<file path="src/rtl/timer_device_pkg.sv">
// Shared definitions for the memory-mapped countdown timer.
// Holds the FSM state encoding, register word offsets, CTRL bit
// positions and mode constants used by the RTL and the testbench.
package timer_device_pkg;

  typedef enum logic [1:0] {
    ST_IDLE = 2'd0,
    ST_LOAD = 2'd1,
    ST_CNT  = 2'd2,
    ST_INT  = 2'd3
  } state_e;

  // Word offsets decoded from Addr[3:2].
  localparam logic [1:0] OFF_CTRL   = 2'd0;
  localparam logic [1:0] OFF_PRESET = 2'd1;
  localparam logic [1:0] OFF_COUNT  = 2'd2;
  localparam logic [1:0] OFF_RSVD   = 2'd3;

  // CTRL bit positions.
  localparam int CTRL_EN     = 0;
  localparam int CTRL_MODE_L = 1;
  localparam int CTRL_MODE_H = 2;
  localparam int CTRL_IM     = 3;

  // Mode values; 2 and 3 fall back to one-shot behaviour.
  localparam logic [1:0] MODE_ONESHOT  = 2'd0;
  localparam logic [1:0] MODE_PERIODIC = 2'd1;

endpackage

</file>
<file path="src/rtl/timer_device_if.sv">
// Bridge-side register bus of one timer instance.
//   Addr [31:0] : device address, only [3:2] is decoded by the timer
//   WE          : full-word write enable
//   Din  [31:0] : write data
//   Dout [31:0] : combinational read data
//   IRQ         : interrupt request toward the CPU
// master = bridge side, slave = timer side.
interface timer_device_if;
  logic [31:0] Addr;
  logic        WE;
  logic [31:0] Din;
  logic [31:0] Dout;
  logic        IRQ;

  modport master (output Addr, output WE, output Din, input Dout, input IRQ);
  modport slave  (input Addr, input WE, input Din, output Dout, output IRQ);
endinterface

</file>
<file path="src/rtl/timer_device.sv">
// Memory-mapped countdown timer with one-shot and periodic modes.
// Ports:
//   clk   : system clock, rising edge
//   reset : synchronous, active-high reset
//   bus   : slave side of timer_device_if (Addr/WE/Din in, Dout/IRQ out)
// Register map (Addr[3:2]): 0 CTRL {IM, MODE[1:0], EN}, 1 PRESET,
// 2 COUNT (read-only), 3 reserved (reads 0).
module timer_device
  import timer_device_pkg::*;
#(
  parameter int CNT_W = 32
) (
  input  logic           clk,
  input  logic           reset,
  timer_device_if.slave  bus
);

  logic [3:0]       ctrl_q,        ctrl_d;
  logic [CNT_W-1:0] preset_q,      preset_d;
  logic [CNT_W-1:0] count_q,       count_d;
  state_e           state_q,       state_d;
  logic             irq_pending_q, irq_pending_d;

  logic [1:0] word_sel;
  logic       wr_ctrl;
  logic       wr_preset;
  logic       enable;
  logic [1:0] mode;

  assign word_sel  = bus.Addr[3:2];
  assign wr_ctrl   = bus.WE && (word_sel == OFF_CTRL);
  assign wr_preset = bus.WE && (word_sel == OFF_PRESET);
  assign enable    = ctrl_q[CTRL_EN];
  assign mode      = ctrl_q[CTRL_MODE_H:CTRL_MODE_L];

  // The bridge guarantees the address window, so the remaining bits
  // carry no information for this block.
  logic unused_addr_bits;
  assign unused_addr_bits = ^{bus.Addr[31:4], bus.Addr[1:0]};

  // The FSM looks only at the *_q values, so it always sees the
  // registers as they were before this edge's CPU write.
  always_comb begin
    ctrl_d        = ctrl_q;
    preset_d      = preset_q;
    count_d       = count_q;
    state_d       = state_q;
    irq_pending_d = irq_pending_q;

    if (wr_preset) preset_d = CNT_W'(bus.Din);
    // Acknowledge first so that a set from the FSM below overrides it.
    if (wr_ctrl) irq_pending_d = 1'b0;

    unique case (state_q)
      ST_IDLE: if (enable) state_d = ST_LOAD;
      ST_LOAD: begin
        count_d = preset_q;
        state_d = ST_CNT;
      end
      ST_CNT: begin
        if (!enable) begin
          state_d = ST_IDLE;
        end else if (count_q == '0) begin
          state_d       = ST_INT;
          irq_pending_d = 1'b1;
        end else begin
          count_d = count_q - CNT_W'(1);
        end
      end
      ST_INT: begin
        if (mode == MODE_PERIODIC) begin
          irq_pending_d = 1'b0;
          state_d       = ST_LOAD;
        end else begin
          ctrl_d[CTRL_EN] = 1'b0;
          state_d         = ST_IDLE;
        end
      end
      default: state_d = ST_IDLE;
    endcase

    // A CPU write to CTRL overrides the hardware Enable clear.
    if (wr_ctrl) ctrl_d = bus.Din[3:0];
  end

  // NOTE: non-blocking assignments in clocked logic so every flop samples
  // the pre-edge values; blocking here would create ordering races.
  always_ff @(posedge clk) begin
    if (reset) begin
      ctrl_q        <= '0;
      preset_q      <= '0;
      count_q       <= '0;
      state_q       <= ST_IDLE;
      irq_pending_q <= 1'b0;
    end else begin
      ctrl_q        <= ctrl_d;
      preset_q      <= preset_d;
      count_q       <= count_d;
      state_q       <= state_d;
      irq_pending_q <= irq_pending_d;
    end
  end

  // NOTE: every path assigns rd_data, so the read mux stays purely
  // combinational with no inferred latch.
  logic [31:0] rd_data;
  always_comb begin
    rd_data = '0;
    unique case (word_sel)
      OFF_CTRL:   rd_data = {28'd0, ctrl_q};
      OFF_PRESET: rd_data = 32'(preset_q);
      OFF_COUNT:  rd_data = 32'(count_q);
      default:    rd_data = '0;
    endcase
  end

  assign bus.Dout = rd_data;
  assign bus.IRQ  = ctrl_q[CTRL_IM] & irq_pending_q;

endmodule

</file>
<file path="src/flat_wrapper.sv">
// flat-port wrapper written by rule: the top's interface ports become plain ports
module timer_device_flat import timer_device_pkg::*;
#(
  parameter int CNT_W = 32
)
  (clk, reset, bus_Addr, bus_WE, bus_Din, bus_Dout, bus_IRQ);
  timer_device_if bus_i ();
  input  logic clk;
  input  logic reset;
  input wire logic [$bits(bus_i.Addr)-1:0] bus_Addr;
  input wire logic [$bits(bus_i.WE)-1:0] bus_WE;
  input wire logic [$bits(bus_i.Din)-1:0] bus_Din;
  output wire logic [$bits(bus_i.Dout)-1:0] bus_Dout;
  output wire logic [$bits(bus_i.IRQ)-1:0] bus_IRQ;
  assign bus_i.Addr = bus_Addr;
  assign bus_i.WE = bus_WE;
  assign bus_i.Din = bus_Din;
  assign bus_Dout = bus_i.Dout;
  assign bus_IRQ = bus_i.IRQ;
  timer_device #(.CNT_W(CNT_W)) u_core (.clk(clk), .reset(reset), .bus(bus_i));
endmodule
</file>
<file path="config.mk">
export PLATFORM = sky130hd
export DESIGN_NAME = timer_device_flat
export DESIGN_NICKNAME = d
export VERILOG_FILES = /design/src/rtl/timer_device_pkg.sv /design/src/rtl/timer_device_if.sv /design/src/rtl/timer_device.sv /design/src/flat_wrapper.sv
export SDC_FILE = /design/constraint.sdc
export NUM_CORES = 1
export LEC_CHECK = 0
export ABC_CLOCK_PERIOD_IN_PS = 8100
export BUFFER_PORTS_ARGS = -buffer_cell sky130_fd_sc_hd__buf_4
export CAP_MARGIN = 10
export CORE_AREA = 2 2 86 88
export DETAILED_ROUTE_END_ITERATION = 8
export DIE_AREA = 0 0 88 90
export HOLD_SLACK_MARGIN = 0.03
export MAX_ROUTING_LAYER = met4
export PLACE_DENSITY = 0.84
export RECOVER_POWER = 25
export REMOVE_ABC_BUFFERS = 1
export SKIP_LAST_GASP = 1
export SLEW_MARGIN = 20
export SYNTH_ARGS = -nofsm -noshare
export SYNTH_HDL_FRONTEND = slang
export SYNTH_SLANG_ARGS = --single-unit
</file>
<file path="constraint.sdc">
create_clock -name clk -period 8.1 [get_ports clk]
set_clock_uncertainty 0.2 [all_clocks]
set_input_delay 1.215 -clock clk [delete_from_list [all_inputs] [get_ports clk]]
set_output_delay 1.215 -clock clk [all_outputs]
set_load 0.01 [all_outputs]
</file>
== Yosys cells after proc, flatten, opt, wreduce, memory -nomap -nowiden ==
Index checks and enable logic that the tools add are counted.

* Output and inout bits: 33
* Register bits after elaboration: 71
* Bits in latches: 0
* ROM bits: 0
* Memories: 0
* Memory bits (writable): 0

* Equality and inequality tests: 11
* Reductions and logical operators: 10
* Div/mod/pow operators: 0
* Multipliers: 0
* $add $sub $neg: 1
* Bitwise gates (word level): 1
* Magnitude comparators: 0
* Muxes and demuxes: 17
* Shifts and indexed selects: 0

{| class="wikitable"
|+ Operator list
! cell !! number
|-
| case mux 32 bit (3 select lines) || 1
|-
| 2-to-1 mux 32 bit || 2
|-
| case mux 32 bit (2 select lines) || 1
|-
| zero test 32 bit || 1
|-
| subtractor 32 x 1 -> 32 bit (second input constant) || 1
|-
| 2-to-1 mux 1 bit || 8
|-
| case mux 2 bit (4 select lines) || 1
|-
| equality test 2 x 1 -> 1 bit (second input constant) || 3
|-
| equality test 2 bit (second input constant) || 3
|-
| 2-to-1 mux 2 bit || 3
|-
| != test 2 x 1 -> 1 bit (second input constant) || 3
|-
| zero test 2 bit || 2
|-
| AND reduction 2 bit || 2
|-
| nonzero test 2 bit || 2
|-
| != test 3 bit (second input constant) || 1
|-
| AND reduction 3 bit || 1
|-
| logical AND 1 bit || 2
|-
| != test 2 bit (second input constant) || 1
|-
| case mux 1 bit (2 select lines) || 1
|-
| bitwise AND 1 bit || 1
|}

== Depth between registers and ports, before layout ==
Gate-level depths: netlist of the first run.

* Word-level depth: 6
* Depth in mapped cells: 8
* Gate-level depth less buffers: 7

== Least setup slack after synthesis of the first run ==
OpenSTA, ideal clock, no wires.

* Path type: input to output
* Start point: input bus_Addr[3]
* End point: output bus_Dout[10]
* Slack: 4.250 ns
* Stages: 5
* Required time: 6.685 ns
* Data arrival time: 2.435 ns
* Path through: clkbuf_1 > nor2b_1 > clkbuf_1 > buf_1 > a22o_1

* Cells in the longest elaborated chain, start to end: 2
* Elaborated cells between the ends (all ways): 4

{| class="wikitable"
|+ RTL lines
! what !! line !! source
|-
| start: declaration || flat_wrapper.sv:10 || <nowiki>input wire logic [$bits(bus_i.Addr)-1:0] bus_Addr;</nowiki>
|-
| equality test 2 bit, or another cell as far along || timer_device.sv:109 || <nowiki>unique case (word_sel)</nowiki>
|-
| case mux 32 bit (3 select lines) (*) || timer_device.sv:109 ||
|-
| end: declaration || flat_wrapper.sv:13 || <nowiki>output wire logic [$bits(bus_i.Dout)-1:0] bus_Dout;</nowiki>
|}

Every way passes the cells marked *; elsewhere a longest branch is shown, timed or not.

== Worst setup path after layout of the first run ==
* Start point: input bus_Addr[2]
* End point: output bus_Dout[22]

Same word-level chain as after synthesis.

==> impl_metrics.toml, run 1 <==
[synthesis]
syn_avg_cell_area_um2 = 7.51
ys_dominant_reg_cell = "dfxtp_1"
mappedNetlistArea_um2 = 3950
register_bit_count_reported_by_yosys = 71
synth_top_area_frac = 0.360
fraction_of_the_yosys_area_taken_by_sequential_cells = 0.360
synthesis.yosys.warnings = 0
synth_cells = 526
yosysUniqueCellTypes = 52
ys_async_sr_fraction = 0
synth_edf_count = 0
ys_top_cells_by_area = "dfxtp_1 36%, nand2_1 10%, a21oi_1 10%"
post-synth-top-area-cell = "dfxtp_1"

[cells_and_area]
area_taken_by_multi_input_logic_gates_um2 = 2310
syn2layout_area_growth_pct = 17.7
final.fill_count = 607
nets = 638
layout_commonest_cell = "nand2_1"
commonest_cells_after_routing_fill_and_taps_aside = "107 x nand2_1, 79 x a21oi_1, 72 x buf_4"
layout-drive-gt1-share = 0.168
ff_latch_area_um2 = 1420
diodes = 0

[placement]
number_of_port_buffers = 69
place.detailed.hpwl_um = 6880
gp_congestion = 0.917

[clocking]
postCtsHoldBufs = 0
clock_sinks = 71
cts_made_buffers = 9
cts_buffer_depth = 2
htree_levels = 3
cts_tree = "done"
cts-root-buf = "clkbuf_8"
post_cts_resized = 0
post-cts-setup-buffer-count = 0
path_clk_slew_ns = 0.07
insertion_delay_ns = 0.35

[critical_path]
worstPathRequired_ns = 6.68
critical_path_peak_fanout = 34
arrival_ns = 3.29
path_class = "primary input to output pin"
worst_setup_end_kind = "output pin"
setup.worst_path.start_class = "primary input"

[run]
max_cap_violations = 2

[global_routing]
grt_antenna_before_repair = 0
wire_length_of_the_first_global_routing_pass_um = 18100
number_of_global_route_vias_before_repair = 3879
grt_start_max_net_pins = 70
globalRouteTotalUtil = 0.288
global_route.overflow_total = 0

[power]
irDropWorstVdd_mv = 0.127
cellPowerDensity_nw_per_um2 = 254
static-leakage-power_nw = 1.75
power.total_mw = 1.18

[die]
fp.dieW_um = 88
placement_rows = 31
effective_utilization_at_floorplan = 0.563
fp.dieArea_um2 = 7920
io-pin-count = 100
placeableCoreArea_um2 = 7020
floorplan.die.height_um = 90

[drt]
wl_per_cell_um = 16.1
routed_wl_um = 10800
via_per_inst = 6.17
drc = 0
drt_pre_antenna_iters = 5
route.vias.total = 4126
drt_first_iter_violations = 329
ant_nets = 0

[hold_path]
min-delay-path-class = "register to register"

[sta]
report.final.setup_viol = 0
final.min_clock_period_ns = 4.70
timing.final.hold_violations = 0
rsz_0062_raised_after_global_routing = "false"
final_max_slew_viol_count = 68
slew-limit-headroom = -0.155
maximum_operating_frequency_mhz = 213
tightest_slew_ns = 1.73
fin_setup_tns_ns = 0
period_utilization = 0.581

[outcome]
failed_checks = "capacitance limit, slew limit"
status = "finished, violations left"
## per-stage QoR
stage | setup WS (ns) | std cells | utilization | hold slack, ns | instance area (um^2)
3_3_place_gp | 4.30 | 652 | 0.634 | 0.258 | 4450
3_5_place_dp | 4.20 | 652 | 0.634 | 0.266 | 4450
5_1_grt | 3.19 | 669 | 0.663 | 0.301 | 4650
4_1_cts | 4.15 | 668 | 0.663 | 0.272 | 4650
6_report | 3.40 | 669 | 0.663 | 0.274 | 4650
2_1_floorplan | 3.80 | 479 | - | 0.238 | 3770
## where the power goes
| part | switching (mW) | internal, mW |
|---|---|---|
| clock network | 0.142 | 0.146 |
| registers | 0.0280 | 0.372 |
| logic | 0.329 | 0.163 |
## path summary, 6_finish.rpt
kind	from	end	slack (ns)	depth (start not counted)
worst min register to register	u_core.preset_q[10]$_SDFFE_PP0P_	u_core.preset_q[10]$_SDFFE_PP0P_	0.27	2
worst max-delay path	bus_Addr[2]	bus_Dout[22]	3.40	5
worst min-delay path	u_core.preset_q[10]$_SDFFE_PP0P_	u_core.preset_q[10]$_SDFFE_PP0P_	0.27	2
worst max register to register	u_core.count_q[14]$_SDFFE_PP0P_	u_core.count_q[22]$_SDFFE_PP0P_	4.44	7
## registers in the layout, indices dropped and copies added, names as in the netlist
register,cells
u_core.count_q,32
u_core.preset_q,32
u_core.ctrl_q,4
u_core.state_q,2
u_core.irq_pending_q,1
## cells by family after synthesis
kind of cell | Yosys count | synth area share
fa+ha+maj | 6 | 0.0190
simple gates | 209 | 0.250
flops | 71 | 0.360
mux | 7 | 0.0177
buf+inv | 57 | 0.0564
compound gates | 176 | 0.297
## cells in the mapped netlist (2+ instances only)
master,n
and3_1,6
o31ai_1,6
nor4b_1,4
nand3_1,9
o211ai_1,6
a21o_1,6
o32ai_1,10
inv_1,9
dfxtp_1,71
a22oi_1,3
nor3_1,17
o31a_1,4
a21oi_1,79
nand2_1,108
nand2b_1,3
ha_1,6
buf_2,4
or2_2,2
nand4_1,5
nor2_1,20
o22ai_1,4
clkbuf_1,40
nor2b_1,7
a31oi_1,2
o311ai_0,2
and2_1,3
a22o_1,28
or3_1,2
mux2i_1,7
buf_1,2
and4_1,2
o21ai_0,15
nor4_1,11
or4_1,5
## routing by layer
layer | share of wire | global-route usage
met5 | 0 | -
met4 | 0.017 | 0.0987
met3 | 0.060 | 0.0404
met2 | 0.49 | 0.453
met1 | 0.44 | 0.379
## critical path: stages
cell	delay, ns
clkbuf_1	0.23
nor2b_2	0.19
clkbuf_1	1.18
a22o_1	0.32
buf_4	0.14
## area by class of cell
cell class	instances	share of cell area
inverters	10	0.00807
clock buffers	13	0.0385
flip-flops and latches	71	0.306
repair buffers	75	0.119
clock inverters	3	0.00511
multi-input cells	398	0.498
well taps	99	0.0266
Note: power is estimated with default switching activity, not from simulation.
==> inputs of run 2 (changes only) <==
Settings changed: ABC_CLOCK_PERIOD_IN_PS 8100 to 4700, CORE_AREA 2 2 86 88 to 2 2 90 92, DIE_AREA 0 0 88 90 to 0 0 92 94, PLACE_DENSITY 0.84 to 0.78.
Clock period 8.1 ns to 4.7 ns, I/O delays scaled along.
==> run 2 against run 1 <==
  * The run now ends clean
  * First-iteration DRC count shrank 9.1%
  * Register-to-register slack got worse by 3.1 ns
  * Cell count rose by 0.60%
  * Clock power rose by 49%
  * Critical path depth increased by 1
  * Die area increased by 9.2%
  * Routed wire length rose by 2.1%
  * Largest cell class unchanged
==> impl_metrics.toml, run 2 (synthesis gave the netlist of run 1 again) <==
[clocking]
postCtsHoldBufs = 0
cts_buffer_depth = 2
clock_sinks = 71
cts-root-buf = "clkbuf_8"
path_clk_slew_ns = 0.08
cts_tree = "done"
cts_made_buffers = 9
post-cts-setup-buffer-count = 0
post_cts_resized = 0
insertion_delay_ns = 0.35
htree_levels = 3

[hold_path]
min-delay-path-class = "register to register"
hold_path_depth = 2
timing.hold.worst_endpoint = "u_core.preset_q[5]$_SDFFE_PP0P_"
timing.hold.worst.start = "u_core.preset_q[5]$_SDFFE_PP0P_"

[sta]
slew-limit-headroom = 0.236
period_utilization = 0.724
timing.final.hold_violations = 0
final.min_clock_period_ns = 3.40
tightest_slew_ns = 1.13
final_max_slew_viol_count = 0
rsz_0062_raised_after_global_routing = "false"
fin_setup_tns_ns = 0
maximum_operating_frequency_mhz = 294
report.final.setup_viol = 0

[cells_and_area]
post_layout_nonfiller_instances = 673
commonest_cells_after_routing_fill_and_taps_aside = "107 x nand2_1, 79 x a21oi_1, 74 x buf_4"
diodes = 0
layout-drive-gt1-share = 0.168
syn2layout_area_growth_pct = 17.3
layout_top_registers = "u_core.count_q x32, u_core.preset_q x32, u_core.ctrl_q x4"
layout_commonest_cell = "nand2_1"
nets = 640

[drt]
drt_first_iter_violations = 299
wl_per_cell_um = 16.4
drc = 0
ant_nets = 0
route.vias.total = 4148
routed_wl_um = 11000
via_per_inst = 6.16
drt_pre_antenna_iters = 5

[die]
effective_utilization_at_floorplan = 0.519
fp.dieArea_um2 = 8650
fp.dieW_um = 92
floorplan.die.height_um = 94
placement_rows = 32
io-pin-count = 100
placeableCoreArea_um2 = 7610

[placement]
gp_congestion = 0.846
number_of_port_buffers = 69
place.detailed.hpwl_um = 7170
numPlacedInstances = 658

[global_routing]
number_of_global_route_vias_before_repair = 3856
grt_start_max_net_pins = 69
grt-busiest-layer = "met2"
gr_util_met2 = 0.432
global_route.usage.met3 = 0.0337
globalRouteTotalUtil = 0.272
wire_length_of_the_first_global_routing_pass_um = 18500
grt_antenna_before_repair = 0
gr-usage-met1 = 0.345
global_route.overflow_total = 0

[outcome]
status = "finished clean"

[critical_path]
setup.worst_path.start_class = "primary input"
critical_path_peak_fanout = 17
setup.reg_to_reg.worst_slack_ns = 1.35
worstPathRequired_ns = 4.78
worst_setup_end_kind = "register"
critical_path.startpoint = "bus_Addr[3]"
arrival_ns = 3.48
critical_path.reg2reg.startpoint = "u_core.count_q[14]$_SDFFE_PP0P_"
timing.rr.end = "u_core.count_q[4]$_SDFFE_PP0P_"
path_class = "primary input to register"
rr_worst_depth = 5

[power]
irDropWorstVdd_mv = 0.219
internal_power_mw = 1.12
static-leakage-power_nw = 1.75
cellPowerDensity_nw_per_um2 = 425
power.share.combinational = 0.433
power.share.switching = 0.429
power.total_mw = 1.97
seq_power_share = 0.349
clock_power_share = 0.218
total_switching_power_mw = 0.846

[run]
max_cap_violations = 0
-- run 2: layer usage --
| metal | share of wire | vias up |
|---|---|---|
| met5 | 0 | - |
| met4 | 0.024 | 0 |
| met3 | 0.053 | 25 |
| met2 | 0.48 | 155 |
| met1 | 0.44 | 1964 |
| li1 | - | 2004 |
-- run 2: area by class of cell --
cell class	count	area, um^2
Clock buffer	11	141
Clock inverter	4	22.5
Fill cell	731	2970
Inverter	10	37.5
Multi-Input combinational cell	398	2310
Sequential cell	71	1420
Tap cell	102	128
Timing Repair Buffer	77	571
-- run 2: stage by stage --
step	hold WS, ns	utilization	setup slack (ns)	cell area, um^2
2_1_floorplan	0.238	-	0.401	3770
3_3_place_gp	0.258	0.588	1.64	4480
3_5_place_dp	0.261	0.588	1.54	4480
4_1_cts	0.271	0.610	1.49	4640
5_1_grt	0.296	0.609	0.937	4630
6_report	0.272	0.609	1.30	4630
-- run 2: power by group through the flow --
stage / Sequential [mW] / Clock (mW) / Combinational [mW]
CTS: 0.686 / 0.435 / 0.840
global route: 0.694 / 0.463 / 0.947
detailed placement: 0.700 / 0 / 0.834
floorplan: 0.687 / 0 / 0.591
finish: 0.688 / 0.429 / 0.853
global placement: 0.697 / 0 / 0.813
-- run 2: worst max-delay path, cell delays in order --
cell and delay, ns:
clkbuf_1 0.19, nor2b_1 0.74, and2_0 0.76, clkbuf_1 0.77, nand2_1 0.14, a21oi_1 0.17
-- run 2: worst max path at each step --
stage                                                  end  slack, ns  depth (start not counted)
after floorplan             u_core.count_q[4]$_SDFFE_PP0P_       0.40                          6
after global placement      u_core.count_q[4]$_SDFFE_PP0P_       1.64                          5
after detailed placement    u_core.count_q[4]$_SDFFE_PP0P_       1.54                          5
after CTS                   u_core.count_q[4]$_SDFFE_PP0P_       1.49                          5
after global routing       u_core.preset_q[0]$_SDFFE_PP0P_       0.94                          6
final                     u_core.preset_q[17]$_SDFFE_PP0P_       1.30                          6
==> inputs of run 3 (changes only) <==
Settings changed: ABC_CLOCK_PERIOD_IN_PS 4700 to 3450.
Clock period 4.7 ns to 3.45 ns, I/O delays scaled along.
==> run 3 against run 2 <==
  * Combinational power increased by 44%
  * First-iteration DRC count decreased by 2.3%
  * Critical path depth unchanged
  * Count of clock-buffer cells in the layout increased by 1
  * Register-to-register slack got worse by 0.80 ns
  * Worst hold slack got worse by 0.065 ns
  * Sequential share of layout area decreased by 0.96 points
  * Core utilization increased by 2.0 points
  * Largest cell class unchanged
  * Via count decreased by 0.89%
  * Non-clock buffer count increased by 12
==> impl_metrics.toml, run 3 (synthesis gave the netlist of run 1 again) <==
[outcome]
status = "finished clean"

[clocking]
insertion_delay_ns = 0.35
path_clk_slew_ns = 0.08
post-cts-setup-buffer-count = 0
post_cts_resized = 0
htree_levels = 3
cts_buffer_depth = 2
cts_made_buffers = 9
clock_sinks = 71
cts_tree = "done"
postCtsHoldBufs = 0
cts-root-buf = "clkbuf_8"

[critical_path]
critical_path.reg2reg.startpoint = "u_core.count_q[24]$_SDFFE_PP0P_"
worst_setup_end_kind = "register"
setup.reg_to_reg.worst_slack_ns = 0.55
worstPathRequired_ns = 3.53
arrival_ns = 2.99
rr_worst_depth = 6
critical_path_peak_fanout = 7
path_class = "register to register"
timing.rr.end = "u_core.count_q[4]$_SDFFE_PP0P_"
setup.worst_path.start_class = "register"

[die]
fp.dieArea_um2 = 8650
placement_rows = 32
floorplan.die.height_um = 94
effective_utilization_at_floorplan = 0.519
fp.dieW_um = 92
io-pin-count = 100
placeableCoreArea_um2 = 7610

[placement]
gp_congestion = 0.869
postPlaceCellArea_um2 = 4570
number_of_port_buffers = 69
place.detailed.hpwl_um = 7220
numPlacedInstances = 670

[cells_and_area]
layout_top_registers = "u_core.count_q x32, u_core.preset_q x32, u_core.ctrl_q x4"
syn2layout_area_growth_pct = 21.1
nets = 652
layout-drive-gt1-share = 0.184
final.fill_count = 682
layout.cell_area.non_filler_um2 = 4780
post_layout_nonfiller_instances = 685
layout_commonest_cell = "nand2_1"
diodes = 0
commonest_cells_after_routing_fill_and_taps_aside = "108 x nand2_1, 86 x buf_4, 79 x a21oi_1"

[drt]
wl_per_cell_um = 15.7
drc = 0
ant_nets = 0
via_per_inst = 6.00
drt_pre_antenna_iters = 7
route.vias.total = 4111
routed_wl_um = 10700
drt_first_iter_violations = 292

[sta]
timing.final.hold_violations = 0
rsz_0062_raised_after_global_routing = "false"
maximum_operating_frequency_mhz = 344
final.min_clock_period_ns = 2.90
period_utilization = 0.842
tightest_slew_ns = 1.43
final_max_slew_viol_count = 0
slew-limit-headroom = 0.0450
report.final.setup_viol = 0

[hold_path]
hold_path_depth = 3
timing.hold.worst_endpoint = "u_core.preset_q[24]$_SDFFE_PP0P_"
timing.hold.worst.start = "bus_Din[24]"
min-delay-path-class = "primary input to register"

[global_routing]
globalRouteTotalUtil = 0.266
grt_antenna_before_repair = 0
global_route.overflow_total = 0
wire_length_of_the_first_global_routing_pass_um = 18200
number_of_global_route_vias_before_repair = 3822
grt_start_max_net_pins = 50

[run]
max_cap_violations = 0

[power]
cellPowerDensity_nw_per_um2 = 615
static-leakage-power_nw = 1.83
irDropWorstVdd_mv = 0.272
power.total_mw = 2.94
## run 3: cell count changes in the layout (fill, tap and decap cells not counted), sizes merged
cell,before,now
buf,74,86
bufinv,0,2
clkbuf,14,15
clkinv,4,2
clkinvlp,1,0
## run 3: critical path, cell delays in order, from the launching register on
cell and delay, ns:
dfxtp_1 0.37, or4_1 0.63, or4_1 0.59, o311ai_0 0.62, buf_4 0.22, o311ai_0 0.10
o21ai_0 0.10
## run 3: per-stage QoR
| stage | TNS [ns] | setup WS [ns] | util | hold WS [ns] |
|---|---|---|---|---|
| CTS | 0 | 0.578 | 0.631 | 0.201 |
| detailed placement | 0 | 0.611 | 0.600 | 0.265 |
| global placement | 0 | 0.649 | 0.600 | 0.255 |
| global route | 0 | 0.335 | 0.629 | 0.208 |
| floorplan | -23.65 | -0.849 | - | 0.238 |
| finish | 0 | 0.545 | 0.629 | 0.207 |
## run 3: metal layers
layer,wire [um],track usage
met1,4680,0.344
met4,119,0.0846
met5,0,-
met2,5210,0.431
met3,733,0.0425
## run 3: worst max-delay path by stage
stage                               startpoint                               to  slack, ns  cells past startpoint
2_1_floorplan   u_core.state_q[0]$_SDFFE_PP0P_   u_core.count_q[4]$_SDFFE_PP0P_      -0.85                      6
3_3_place_gp   u_core.count_q[24]$_SDFFE_PP0P_   u_core.count_q[8]$_SDFFE_PP0P_       0.65                      5
3_5_place_dp   u_core.count_q[24]$_SDFFE_PP0P_   u_core.count_q[5]$_SDFFE_PP0P_       0.61                      6
4_1_cts        u_core.count_q[24]$_SDFFE_PP0P_   u_core.count_q[5]$_SDFFE_PP0P_       0.58                      6
5_1_grt        u_core.count_q[24]$_SDFFE_PP0P_  u_core.count_q[22]$_SDFFE_PP0P_       0.33                      6
6_report       u_core.count_q[24]$_SDFFE_PP0P_   u_core.count_q[4]$_SDFFE_PP0P_       0.55                      6
## run 3: final cells by class
| cell class | instances | area (um^2) | area share |
|---|---|---|---|
| Timing Repair Buffer | 89 | 657 | 0.137 |
| Sequential cell | 71 | 1420 | 0.297 |
| Clock buffer | 12 | 165 | 0.0345 |
| Multi-Input combinational cell | 398 | 2310 | 0.483 |
| Inverter | 10 | 37.5 | 0.00785 |
| Clock inverter | 3 | 65.1 | 0.0136 |
| Tap cell | 102 | 128 | 0.0267 |
## run 3: where the power goes
part / internal [mW] / switching [mW] / total (mW)
clock: 0.462 / 0.310 / 0.771
sequential: 0.874 / 0.0641 / 0.938
combinational: 0.446 / 0.789 / 1.23
